<file path="config.mk">
export PLATFORM = sky130hd
export DESIGN_NAME = uart_tx
export DESIGN_NICKNAME = d
export VERILOG_FILES = /design/src/rtl/uart_tx.sv
export SDC_FILE = /design/constraint.sdc
export NUM_CORES = 1
export LEC_CHECK = 0
export ABC_AREA = 1
export CAP_MARGIN = 5
export CORE_AREA = 8 8 64 66
export DETAILED_ROUTE_END_ITERATION = 10
export DIE_AREA = 0 0 72 74
export DONT_BUFFER_PORTS = 1
export GPL_TIMING_DRIVEN = 0
export PLACE_DENSITY_LB_ADDON = 0.12
export SETUP_SLACK_MARGIN = 0.3
export SLEW_MARGIN = 20
export SYNTH_ARGS = -nofsm -noshare
export SYNTH_HDL_FRONTEND = slang
export SYNTH_SLANG_ARGS = --single-unit
</file>
<file path="constraint.sdc">
create_clock -name clk -period 2 [get_ports clk]
set_clock_uncertainty 0.1 [all_clocks]
set_input_delay 0.4 -clock clk [delete_from_list [all_inputs] [get_ports clk]]
set_output_delay 0.4 -clock clk [all_outputs]
set_load 0.02 [all_outputs]
</file>
<file path="src/rtl/uart_tx.sv">
// UART transmitter: one byte per valid/ready handshake, framed as start, 8 data bits LSB first,
// optional parity and 1 or 2 stop bits on a registered, idle-high TX line.
module uart_tx #(
  parameter int CLK_FRE   = 50,
  parameter int BAUD_RATE = 115200,
  parameter int PARITY    = 0,
  parameter int STOP_BITS = 1
) (
  input  logic       clk,
  input  logic       rst,
  input  logic [7:0] tx_data,
  input  logic       tx_data_valid,
  output logic       tx_data_ready,
  output logic       tx_pin,
  output logic       tx_busy
);

  localparam int CYCLE = CLK_FRE * 1000000 / BAUD_RATE;
  localparam logic [15:0] CYCLE_LAST = 16'(CYCLE - 1);

  localparam logic [2:0] S_IDLE   = 3'd0;
  localparam logic [2:0] S_START  = 3'd1;
  localparam logic [2:0] S_DATA   = 3'd2;
  localparam logic [2:0] S_PARITY = 3'd3;
  localparam logic [2:0] S_STOP   = 3'd4;

  logic [2:0]  state_q, state_d;
  logic [15:0] cnt_q, cnt_d;
  logic [2:0]  bit_q, bit_d;
  logic        stop_q, stop_d;
  logic [7:0]  shift_q, shift_d;
  logic        pin_q, pin_d;
  logic        bit_end;
  logic        par_bit;

  assign bit_end = (cnt_q == CYCLE_LAST);
  // Odd parity makes the total count of ones odd, so it is the inverse of the XOR.
  assign par_bit = (PARITY == 1) ? ~^shift_q : ^shift_q;

  assign tx_data_ready = (state_q == S_IDLE) && !rst;
  assign tx_busy       = (state_q != S_IDLE);
  assign tx_pin        = pin_q;

  always_comb begin
    state_d = state_q;
    cnt_d   = bit_end ? 16'd0 : cnt_q + 16'd1;
    bit_d   = bit_q;
    stop_d  = stop_q;
    shift_d = shift_q;
    pin_d   = pin_q;
    unique case (state_q)
      S_IDLE: begin
        cnt_d = 16'd0;
        pin_d = 1'b1;
        if (tx_data_valid && tx_data_ready) begin
          state_d = S_START;
          shift_d = tx_data;
          bit_d   = 3'd0;
          pin_d   = 1'b0;
        end
      end
      S_START: begin
        if (bit_end) begin
          state_d = S_DATA;
          bit_d   = 3'd0;
          pin_d   = shift_q[0];
        end
      end
      S_DATA: begin
        if (bit_end) begin
          if (bit_q == 3'd7) begin
            if (PARITY != 0) begin
              state_d = S_PARITY;
              pin_d   = par_bit;
            end else begin
              state_d = S_STOP;
              stop_d  = 1'b0;
              pin_d   = 1'b1;
            end
          end else begin
            bit_d = bit_q + 3'd1;
            pin_d = shift_q[bit_q + 3'd1];
          end
        end
      end
      S_PARITY: begin
        if (bit_end) begin
          state_d = S_STOP;
          stop_d  = 1'b0;
          pin_d   = 1'b1;
        end
      end
      S_STOP: begin
        pin_d = 1'b1;
        if (bit_end) begin
          if (STOP_BITS == 1 || stop_q) begin
            state_d = S_IDLE;
          end else begin
            stop_d = 1'b1;
          end
        end
      end
      default: begin
        state_d = S_IDLE;
        cnt_d   = 16'd0;
        pin_d   = 1'b1;
      end
    endcase
  end

  always_ff @(posedge clk) begin
    if (rst) begin
      state_q <= S_IDLE;
      cnt_q   <= 16'd0;
      bit_q   <= 3'd0;
      stop_q  <= 1'b0;
      shift_q <= 8'd0;
      pin_q   <= 1'b1;
    end else begin
      state_q <= state_d;
      cnt_q   <= cnt_d;
      bit_q   <= bit_d;
      stop_q  <= stop_d;
      shift_q <= shift_d;
      pin_q   <= pin_d;
    end
  end

endmodule

</file>
==> results.txt, run 1 <==
- Run status: completed
- Clock-pin slew of the registers on the worst-case setup and hold paths: 0.10 ns
- Cell count after placement: 301
- Final Routed Wirelength: 3520 um
* Endpoint kind of the worst setup timing path: primary output
- Number of clock sinks: 31
* Cts bufs inserted: 5
- Placement Rows: 21
* Net count of the finished layout: between 200 and 300
* Period utilization: 82.7%
- Cell at the slowest stage of the critical path: sky130_fd_sc_hd__dfxtp_4
* Flip-flop and latch count after synthesis: 31
- Static timing analysis puts the maximum clock frequency at 604 MHz.
* Post-place setup slack: ~0.34 ns
- Setup violations remaining at the end of the flow were counted as 0.
* Final count of hold timing violations: 0
- Critical Path AT: 1.15 ns
- In this run the power density over the cells is 1030 nW/um^2.
- In the global route stage, overall resource usage came out at between 10% and 20%.
- Later-pin clock latency in the skew report: 0.34 ns
- Leakage power figure: 0.713 nW
* Slew Limit Headroom: between 70 and 80%
* Core ar.: 3180 um^2
- Measured along the y axis, the die boundary spans 74 um.
- The via count of the first global-routing pass came to 1471.
- Final cell count without fillers: about 310
- Measured on the finished design, the core utilization comes to 60.1%.
- Met3 wirelength from detailed routing: 139 um
- Peak fanout along the critical path: 5
* R2R depth: 10
- STA puts the critical path data required time at around 1.5 ns.
* DRC violation total after the first TritonRoute iteration: 97
- Setup slack on the critical path of the routed design comes to 0.345 ns.
* Number of diodes added for antenna fixing: 0
- For this configuration, the core starts out at a cell density of 55.1%.
- In the layout the commonest cells are sky130_fd_sc_hd__nand2_1 (70), sky130_fd_sc_hd__inv_1 (28), sky130_fd_sc_hd__nor2_1 (26), sky130_fd_sc_hd__dfxtp_1 (26), sky130_fd_sc_hd__nand3_1 (21).
- The initial antenna violation count was 0.
- Using the TritonRoute via totals, the vias-per-cell ratio works out to 5.05.
- The H-tree generated during clock tree synthesis spans 2 levels.
* Commonest non-fill, non-tap cell in the layout: sky130_fd_sc_hd__nand2_1
- Mapped Nets: 270
* Count of port buffers added during placement: 0
* Highest routed layer: met4
- Seq/Total Area, Yosys: 35.4%
- The Yosys step of the flow raised 0 warnings.
- Overall power consumption after layout is estimated at 1.96 mW.
* DP Area: 1810 um^2
- DR WL met2: ~1700 um
* Worst-Margin Slew: about 0.44 ns
- Startpoint-to-endpoint class of the critical path: register to primary output
- Post-Synthesis Cells: 255
- The worst setup path is launched from a register.
* Ratio of cells with drive above 1 in the final layout: 16.6%
* IR Drop Worst-Case VDD: around 660 uV
- Compared with the post-synthesis result, the final layout area differs by 9.14%.
- The die covers 5330 um^2.
- Detail Route Antenna Nets: 0
- The first global-routing pass estimated 6130 um of wire.
- In this run the cell area of the synthesized design comes to about 1800 um^2.
* Worst hold path cell count: 2
- Post-layout instance area: 1910 um^2
- Hold/Removal Path Class: primary input to register
- Critical path cell sequence: nor2_4 > nand2_4 > nor2_4
* Die Span X: 72 um
* Number of detailed-route iterations in the first pass: 4
- The tree is rooted in a sky130_fd_sc_hd__clkbuf_4.
- CTS tree: built
* I/O pin count: 14
- Setup repair after global routing could not meet its margin everywhere.
- After detailed routing, the wire length on met1 is 1610 um.
- Summed over all failing endpoints, the final setup total negative slack is 0 ns.
- No sink is reached through more buffers than the 2 on the longest clock path.
- Routed vias: 1570
- Global placer's final weighted congestion: between 0.8 and 0.9
- Synth unique cells: 31
- The cell that appears most often on the critical path is sky130_fd_sc_hd__nor2_4.
* Final number of max-transition violations: 0
- Worst hold slack across all endpoints: 0.0690 ns
- The tool flagged a number of max-cap violations equal to 0.
- Global route overflow: 0
- Residual DRC: 0
- Sum of net half-perimeters after detailed placement: 2630 um
* Mean cell area of the mapped netlist: just under 7 um^2
- Routed len/inst: around 11 um
- Largest incremental delay on the critical path: 0.39 ns
- Entering global routing, the biggest net connects 11 pins.
- Shortest period the worst path allows: between 1.5 and 2 ns
==> routing by layer <==
layer  vias up  track usage, %
li1        842               -
met4         0            5.44
met5         -               0
met1       695            15.9
met3         5            4.72
met2        28            25.9
==> synthesized netlist by cell type <==
library cell               number  area (um^2)
sky130_fd_sc_hd__or2_1          1         6.26
sky130_fd_sc_hd__nand4_1        7         43.8
sky130_fd_sc_hd__clkbuf_4       1         7.51
sky130_fd_sc_hd__nand3_1       21          105
sky130_fd_sc_hd__inv_1         28          105
sky130_fd_sc_hd__o21a_2         1         8.76
sky130_fd_sc_hd__nor2_2         1         6.26
sky130_fd_sc_hd__or2_0          1         6.26
sky130_fd_sc_hd__nor2_4         1         11.3
sky130_fd_sc_hd__nand2_1       70          263
sky130_fd_sc_hd__nand2_4        1         11.3
sky130_fd_sc_hd__o21ai_0       13         65.1
sky130_fd_sc_hd__or2_2          1         6.26
sky130_fd_sc_hd__a21oi_1       10         50.1
sky130_fd_sc_hd__xor2_1         2         17.5
sky130_fd_sc_hd__nand3_4        1         17.5
sky130_fd_sc_hd__buf_6          1         11.3
sky130_fd_sc_hd__dfxtp_1       31          621
sky130_fd_sc_hd__nor3_1         8         40.0
sky130_fd_sc_hd__ha_1           4         50.1
sky130_fd_sc_hd__buf_4          1         7.51
sky130_fd_sc_hd__nor2_1        27          101
sky130_fd_sc_hd__nor3b_1        2         15.0
sky130_fd_sc_hd__nor3_4         3         48.8
sky130_fd_sc_hd__nor3_2         1         10.0
sky130_fd_sc_hd__inv_2          4         15.0
sky130_fd_sc_hd__nand3b_1       1         7.51
sky130_fd_sc_hd__o211ai_2       1         12.5
sky130_fd_sc_hd__and2_1         1         6.26
sky130_fd_sc_hd__nand2_2        5         31.3
sky130_fd_sc_hd__a21oi_2        5         43.8
==> area by class of cell <==
class | count | area, um^2
clock buffer | 5 | 37.5
multi-input combinational | 189 | 1000
buffer | 3 | 30.0
clock inverter | 3 | 15.0
inverter | 32 | 120
timing repair buffer | 2 | 17.5
fill | 318 | 1270
sequential | 31 | 629
tap | 46 | 57.6
==> state kept, by name, indices dropped and copies added, names as in the netlist <==
register / cells
bit_q: 3
tx_pin: 1
state_q: 3
cnt_q: 16
shift_q: 8
==> critical path, delay by kind of cell, from the launching register on <==
| family | cells | cell delay [ns] |
|---|---|---|
| flip-flops | 1 | 0.39 |
| AND/OR/NAND/NOR | 3 | 0.43 |
==> logic make-up (layout without fill, tap and decap cells) <==
family                     after synthesis  after routing  share of synthesized area (%)
and+or+nand+nor                        153            153                           42.1
buffers and inverters                   35             45                           8.36
AOI/OAI and AO/OA                       30             30                           10.3
adders and majority gates                4              4                           2.86
DFF                                     31             31                           35.4
xor gates and xnor gates                 2              2                           1.00
==> repair_timing <==
action / 4_1_cts / 5_1_grt
pin swaps: 1 / 1
resized for setup: 2 / 8
hold buffers: 0 / 1
buffers inserted: 1 / 0
setup endpoints to repair: 1 / 6
endpoints found under the hold margin: 0 / 1
==> power breakdown <==
part           total [mW]  internal, mW  leakage (nW)  switching [mW]
sequential          0.811         0.717         0.255          0.0936
clock               0.364         0.131        0.0347           0.233
combinational       0.787         0.300         0.424           0.487
==> path summary, 6_finish.rpt <==
kind                           startpoint                      end  slack [ns]
setup / recovery  state_q[0]$_SDFFE_PP0P_            tx_data_ready        0.35
hold reg to reg       cnt_q[0]$_SDFF_PP0_      cnt_q[0]$_SDFF_PP0_        0.34
hold / removal                 tx_data[6]  shift_q[6]$_SDFFE_PP0P_        0.07
setup reg to reg      cnt_q[1]$_SDFF_PP0_      cnt_q[8]$_SDFF_PP0_        0.46
No activity file was read; power rests on OpenSTA's default activity.
==> run 2, diff against run 1 <==
- CORE_AREA: 8 8 64 66 -> 8 8 65 67
- DIE_AREA: 0 0 72 74 -> 0 0 73 75
- clock period: 2 -> 1.5 ns (I/O delays scaled with it)
==> results.txt, run 2 (synthesized netlist as in run 1, its figures left out) <==
- Number of diodes added for antenna fixing: 0 (unchanged)
- R2R Path End: cnt_q[0]$_SDFF_PP0_
* Detailed-route vias per instance: 5.22 (+3.4%)
* Routed vias: 1743 (+11%)
- The final worst hold slack was 0.0208 ns (-0.0481 ns).
* Area added between synthesis and finish: 38.9%
* Maximum frequency from static timing analysis: ~640 MHz
- Setup repair after global routing could not meet its margin everywhere.
* Endpoint kind of the worst setup timing path: primary output
- The max-capacitance violation count was 0 (unchanged).
- The worst vdd rail ir drop was 729 uV (+11%).
- The number of buffers created by CTS came to 5 (unchanged).
* Number of global-route vias before repair: 1652 (+12%)
* Min setup slack post-route: -0.0620 ns (-0.407 ns)
- Final Routed Wirelength: 4530 um (+29%)
* Worst path required time: 1.10 ns (-0.40 ns)
* Die Y: 75 um (+1.4%)
- The flip-flop count of the largest register, all copies and words added is 16 (unchanged).
- Maximum number of pins on one net before global-route repair: 12 (+1)
- The worst setup path is launched from a register.
- Final number of max-transition violations: 0 (unchanged)
- Highest-count cells in the layout ignoring fill and taps: sky130_fd_sc_hd__nand2_1 (58), sky130_fd_sc_hd__inv_1 (23), sky130_fd_sc_hd__dfxtp_1 (23)
- The initial antenna violation count is 0 (unchanged).
- The hold path depth is 2 (unchanged).
* Worst-Margin Slew: 0.428 ns (-0.0153 ns)
- The total global routing track utilization was 16.8% (+2.2 points).
- The buffer depth of the longest clock path came to 2 (unchanged).
- CTS tree: built
- Detail Route Antenna Nets: 0 (unchanged)
* Period utilization: 104%
- The data arrival time of the worst path is 1.16 ns (about the same).
* Count of port buffers added during placement: 0 (unchanged)
* Later-pin clock latency in the skew report: 0.35 ns (about the same)
- The normalized max-slew margin came to 71.3% (+1.0 points).
* Violated checks: negative setup slack
- The final total power is 3.37 mW (+72%).
- The final count of negative-setup-slack endpoints was 9 (+9).
* Worst reg2reg setup slack: -0.02 ns (-0.48 ns)
- Sum of net half-perimeters after detailed placement: 2690 um (+2.2%)
- The core area was 3230 um^2 (+1.7%).
- Ratio of cells with drive above 1 in the final layout: 39.6% (+23 points)
- The maximum level of the CTS H-tree is 2 (unchanged).
- The total iterations of the first detailed-routing run was 4 (unchanged).
* Run status: finished with violations
- The count of endpoints failing hold in the final timing report came to 0 (unchanged).
- The wire length of the first global-routing pass came to 7110 um (+16%).
- The number of rows created at floorplan came to 21 (unchanged).
* Starting density of the core: 54.2% (-0.90 points)
- Global route overflow: 0 (unchanged)
* Global placer's final weighted congestion: 0.825 (-1.2%)
- I/O pin count: 14 (unchanged)
- The horizontal extent of the die was 73 um (+1.4%).
- The number of nets in the finished design came to 302 (+8.2%).
* Residual DRC: 0 (unchanged)
- Startpoint-to-endpoint class of the critical path: register to primary output
* Cell area power density: 1380 nW/um^2 (+35%)
- The leakage power summed over all cells is 0.899 nW (+26%).
- The path with the worst hold slack has its endpoint at shift_q[0]$_SDFFE_PP0P_.
* Die Footprint: 5480 um^2 (+2.8%)
- The sink count of the clock tree came to 31 (unchanged).
- The worst-path maximum fanout came to 4 (-1).
* Shortest period the worst path allows: 1.56 ns
- The violation count after the first detailed-route iteration was 131 (+35%).
- The largest registers in the layout are cnt_q: 16 flops, shift_q: 8 flops.
* Clock-pin slew of the registers on the worst-case setup and hold paths: 0.11 ns (about the same)
* Root buffer cell: sky130_fd_sc_hd__clkbuf_4
- Hold/Removal Path Class: primary input to register
- Largest reg by FF count: cnt_q
- R2R depth: 11 (+1)
- The routed wirelength normalized by instance count is 13.6 um (+20%).
- Hold path start: tx_data[0]
- Commonest non-fill, non-tap cell in the layout: sky130_fd_sc_hd__nand2_1
- The startpoint identified for the worst register-to-register timing path is cnt_q[1]$_SDFF_PP0_.
## run 2: through the flow
stage / util (%) / setup slack (ns) / cell area (um^2) / setup TNS, ns / instances
final: 75.3 / -0.0620 / 2430 / -0.175 / 334
after global routing: 75.3 / -0.153 / 2430 / -1.93 / 334
after CTS: 70.2 / -0.0872 / 2270 / -0.290 / 329
after floorplan: - / 0.149 / 1820 / 0 / 255
after detailed placement: 58.0 / -0.0302 / 1870 / -0.198 / 301
after global placement: 58.0 / -0.0216 / 1870 / -0.109 / 301
## run 2: timing repair
action | CTS | global route
pin swaps | 26 | 24
gates cloned | 1 | 1
resized for setup | 44 | 35
setup endpoints to repair | 34 | 34
hold buffers | 8 | 0
buffers inserted | 11 | 4
endpoints found under the hold margin | 8 | 0
## run 2: layer usage
layer	track usage [%]	vias up	part of all wire (%)
met2	26.6	38	48
met4	8.22	0	2.4
li1	-	894	-
met1	20.8	800	45
met3	4.26	11	5.1
met5	0	-	0
## run 2: area by class of cell
type | instances | area [um^2]
clock inverter | 3 | 20.0
tap | 46 | 57.6
timing repair buffer | 25 | 254
clock buffer | 5 | 37.5
multi-input combinational | 189 | 1250
buffer | 3 | 33.8
sequential | 31 | 646
fill | 244 | 800
inverter | 32 | 133
## run 2: critical path, cell delays in order, from the launching register on
cell and delay [ns]:
sky130_fd_sc_hd__dfxtp_4 0.37, sky130_fd_sc_hd__nor2_4 0.14, sky130_fd_sc_hd__nand2_4 0.12, sky130_fd_sc_hd__nor2_4 0.17
## run 2: how the worst max path moves through the flow
stage,from,endpoint,slack (ns),cells after the start
6_report,state_q[1]$_SDFFE_PP0P_,tx_data_ready,-0.06,3
5_1_grt,cnt_q[1]$_SDFF_PP0_,state_q[1]$_SDFFE_PP0P_,-0.15,12
4_1_cts,state_q[1]$_SDFFE_PP0P_,tx_data_ready,-0.09,3
3_5_place_dp,cnt_q[0]$_SDFF_PP0_,cnt_q[7]$_SDFF_PP0_,-0.03,9
3_3_place_gp,cnt_q[0]$_SDFF_PP0_,cnt_q[8]$_SDFF_PP0_,-0.02,9
2_1_floorplan,bit_q[0]$_SDFFE_PP0P_,tx_pin$_SDFFE_PP1P_,0.15,10
## run 2: report_power, final
part	internal (mW)	leakage (nW)	switching, mW
clock network	0.179	0.0272	0.337
registers	0.974	0.257	0.117
logic	0.762	0.615	0.997
total	1.91	0.899	1.45
==> run 3, diff against run 2 <==
--- a/config.mk
+++ b/config.mk
@@ -16,2 +16,3 @@
 export SETUP_SLACK_MARGIN = 0.3
+export SKIP_CTS_REPAIR_TIMING = 1
 export SLEW_MARGIN = 20
==> constraint.sdc (replaced) <==
create_clock -name clk -period 1.5 [get_ports clk]
set_clock_uncertainty 0.1 [all_clocks]
set_input_delay 0.225 -clock clk [delete_from_list [all_inputs] [get_ports clk]]
set_output_delay 0.225 -clock clk [all_outputs]
set_load 0.02 [all_outputs]
==> results.txt, run 3 (synthesized netlist as in run 1, its figures left out) <==
- Sequential cell area in the final layout: 644 um^2 (-0.19%)
- Later-pin clock latency in the skew report: 0.35 ns (about the same)
- The flip-flop count of the largest register, all copies and words added was 16 (unchanged).
- The worst hold path begins at rst.
- The number of remaining DRC errors came to 0 (unchanged).
- The worst-path maximum fanout was 7 (+3).
* CTS tree: built
- The overall die area was 5480 um^2 (unchanged).
- Startpoint-to-endpoint class of the critical path: register to register
* Core ar.: 3230 um^2 (unchanged)
- Largest regs: cnt_q: 16 flops, shift_q: 8 flops
- The number of cells on the worst reg-to-reg path came to 9 (-2).
- The sum of net half-perimeters after detailed placement is 2730 um (+1.8%).
- Area used by multi-input combinational logic: 1180 um^2 (-5.3%)
* Core utilization of the finished layout: 74.4% (-0.89 points)
- The number of rows created at floorplan was 21 (unchanged).
* Violated checks: negative hold slack, negative setup slack
- Highest-count cells in the layout ignoring fill and taps: sky130_fd_sc_hd__nand2_1 (61), sky130_fd_sc_hd__inv_1 (24), sky130_fd_sc_hd__nor2_1 (20), sky130_fd_sc_hd__dfxtp_1 (20), sky130_fd_sc_hd__nand2_2 (13)
- Final number of max-transition violations: 0 (unchanged)
* Maximum buffer depth of the clock tree: 2 (unchanged)
- In this run the critical register-to-register path is launched from bit_q[0]$_SDFFE_PP0P_.
- Stages on the worst setup path: 9 (+6)
- Die Y: 75 um (unchanged)
* Area added between synthesis and finish: 37.2%
- Detailed-route vias per instance: 5.15 (-1.4%)
- Maximum frequency from static timing analysis: 646 MHz (+0.87%)
* Maximum level of the CTS H-tree: 2 (unchanged)
- Critical Path AT: 1.69 ns (+0.53 ns)
* Leakage power figure: 0.910 nW (+1.2%)
- The initial antenna violation count came to 0 (unchanged).
- Worst hold path cell count: 3 (+1)
- The routed wirelength normalized by instance count came to 13.8 um (+1.8%).
- Root buffer cell: sky130_fd_sc_hd__clkbuf_4
* Slew Limit Headroom: 81.3% (+10 points)
* Detail Route Antenna Nets: 0 (unchanged)
- Min setup slack post-route: -0.0486 ns (+0.0134 ns)
- Worst-Margin Slew: 0.278 ns (-0.149 ns)
- Clock-pin slew of the registers on the worst-case setup and hold paths: 0.11 ns (about the same)
- CP Launch Type: register
- On the critical path, the stage with the largest delay is an instance of sky130_fd_sc_hd__dfxtp_4.
- Die Span X: 73 um (unchanged)
- The final worst hold slack was -0.0216 ns (-0.0424 ns).
* Net count of the finished layout: 303 (+0.33%)
* Cell count after placement: 301 (unchanged)
- Filler cell count: 244 (unchanged)
* Endpoint kind of the worst setup timing path: register
- The layout cell share with drive strength beyond 1 is 37.4% (-2.2 points).
* Run status: finished with violations
* Count of port buffers added during placement: 0 (unchanged)
- The critical path goes through ha_4 > ha_4 > nand3_2 > nand3b_1 > nand2_2 > nand2_2 > nand3_2 > nand2_1 > nand2_1.
* Largest incremental delay on the critical path: 0.39 ns (+0.02 ns)
- The routability congestion estimate from global placement is 0.823 (-0.33%).
* Max cap viols: 0 (unchanged)
- The number of I/O pins is 14 (unchanged).
- The final count of negative-setup-slack endpoints was 4 (-5).
- Worst setup path start: bit_q[0]$_SDFFE_PP0P_
- The final critical path time including I/O delays and setup is 1.55 ns (-0.0134 ns).
- Buffer and inverter count on the worst path: 0 (unchanged)
* Number of detailed-route iterations in the first pass: 4 (unchanged)
- Setup repair after global routing could not meet its margin everywhere.
- The cell area power density came to 1430 nW/um^2 (+3.4%).
* Number of global-route vias before repair: 1444 (-13%)
* Period utilization: 103% (-0.89 points)
* Worst path required time: 1.64 ns (+0.54 ns)
* Commonest non-fill, non-tap cell in the layout: sky130_fd_sc_hd__nand2_1
- The number of buffers created by CTS was 5 (unchanged).
- DRC violation total after the first TritonRoute iteration: 137 (+4.6%)
- Maximum number of pins on one net before global-route repair: 11 (-1)
- Overall routing resource usage: 14.4% (-2.4 points)
- Broken down by cell family, the worst path's largest delay share belongs to simple AND/OR/NAND/NOR gates.
- Largest reg by FF count: cnt_q
* Final cell count without fillers: 335 (+0.30%)
* Number of diodes added for antenna fixing: 0 (unchanged)
* Hold/Removal Path Class: primary input to register
* Final count of hold timing violations: 2 (+2)
- The worst slack after detailed placement came to -0.0413 ns (-0.0111 ns).
- Routed vias: 1724 (-1.1%)
* Final Routed Wirelength: 4630 um (+2.1%)
- IR Drop Worst-Case VDD: 805 uV (+10%)
* Number of clock sinks: 31 (unchanged)
* Global route overflow: 0 (unchanged)
* First-pass GRT wire length: 6160 um (-13%)
- The initial cell density of the core is 54.2% (unchanged).
## run 3: path summary, 6_finish.rpt
path                                           endpoint  slack (ns)
worst max-delay path                tx_pin$_SDFFE_PP1P_       -0.05
worst min-delay path            state_q[0]$_SDFFE_PP0P_       -0.02
worst max register to register      tx_pin$_SDFFE_PP1P_       -0.05
worst min register to register     cnt_q[14]$_SDFF_PP0_        0.37
## run 3: report_power, final
group	leakage (nW)	switching, mW	internal, mW
Clock	0.0506	0.321	0.453
Combinational	0.601	0.859	0.699
Sequential	0.259	0.141	0.965
Total	0.910	1.32	2.12
## run 3: cell type report
type	count	share of cell area (%)
buffer	3	1.41
clock buffer	7	2.76
clock inverter	1	1.25
inverter	32	5.10
multi-input combinational	189	49.3
sequential	31	26.8
tap	46	2.39
timing repair buffer	26	11.0
## run 3: worst register-to-register path, delay by kind of cell, from the launching register on
family	cells	cell delay [ns]
and+or+nand+nor	7	0.48
adders and majority gates	2	0.47
DFF	1	0.39
## run 3: per-layer routing
layer  track usage (%)  part of all wire (%)  routed length, um
met1              18.4                    44               2040
met4              5.11                   1.5                 68
met5                 0                     0                  0
met2              22.5                    50               2320
met3              4.26                   4.3                198
## run 3: metrics by stage
step	instance area (um^2)	TNS (ns)	hold slack (ns)	power (mW)
6_report	2400	-0.0876	-0.0216	3.44
2_1_floorplan	1810	0	0.187	1.98
3_3_place_gp	1870	-0.184	0.189	2.17
3_5_place_dp	1870	-0.318	0.193	2.18
4_1_cts	1960	-0.904	-0.166	2.93
5_1_grt	2400	-1.45	0.00301	3.64
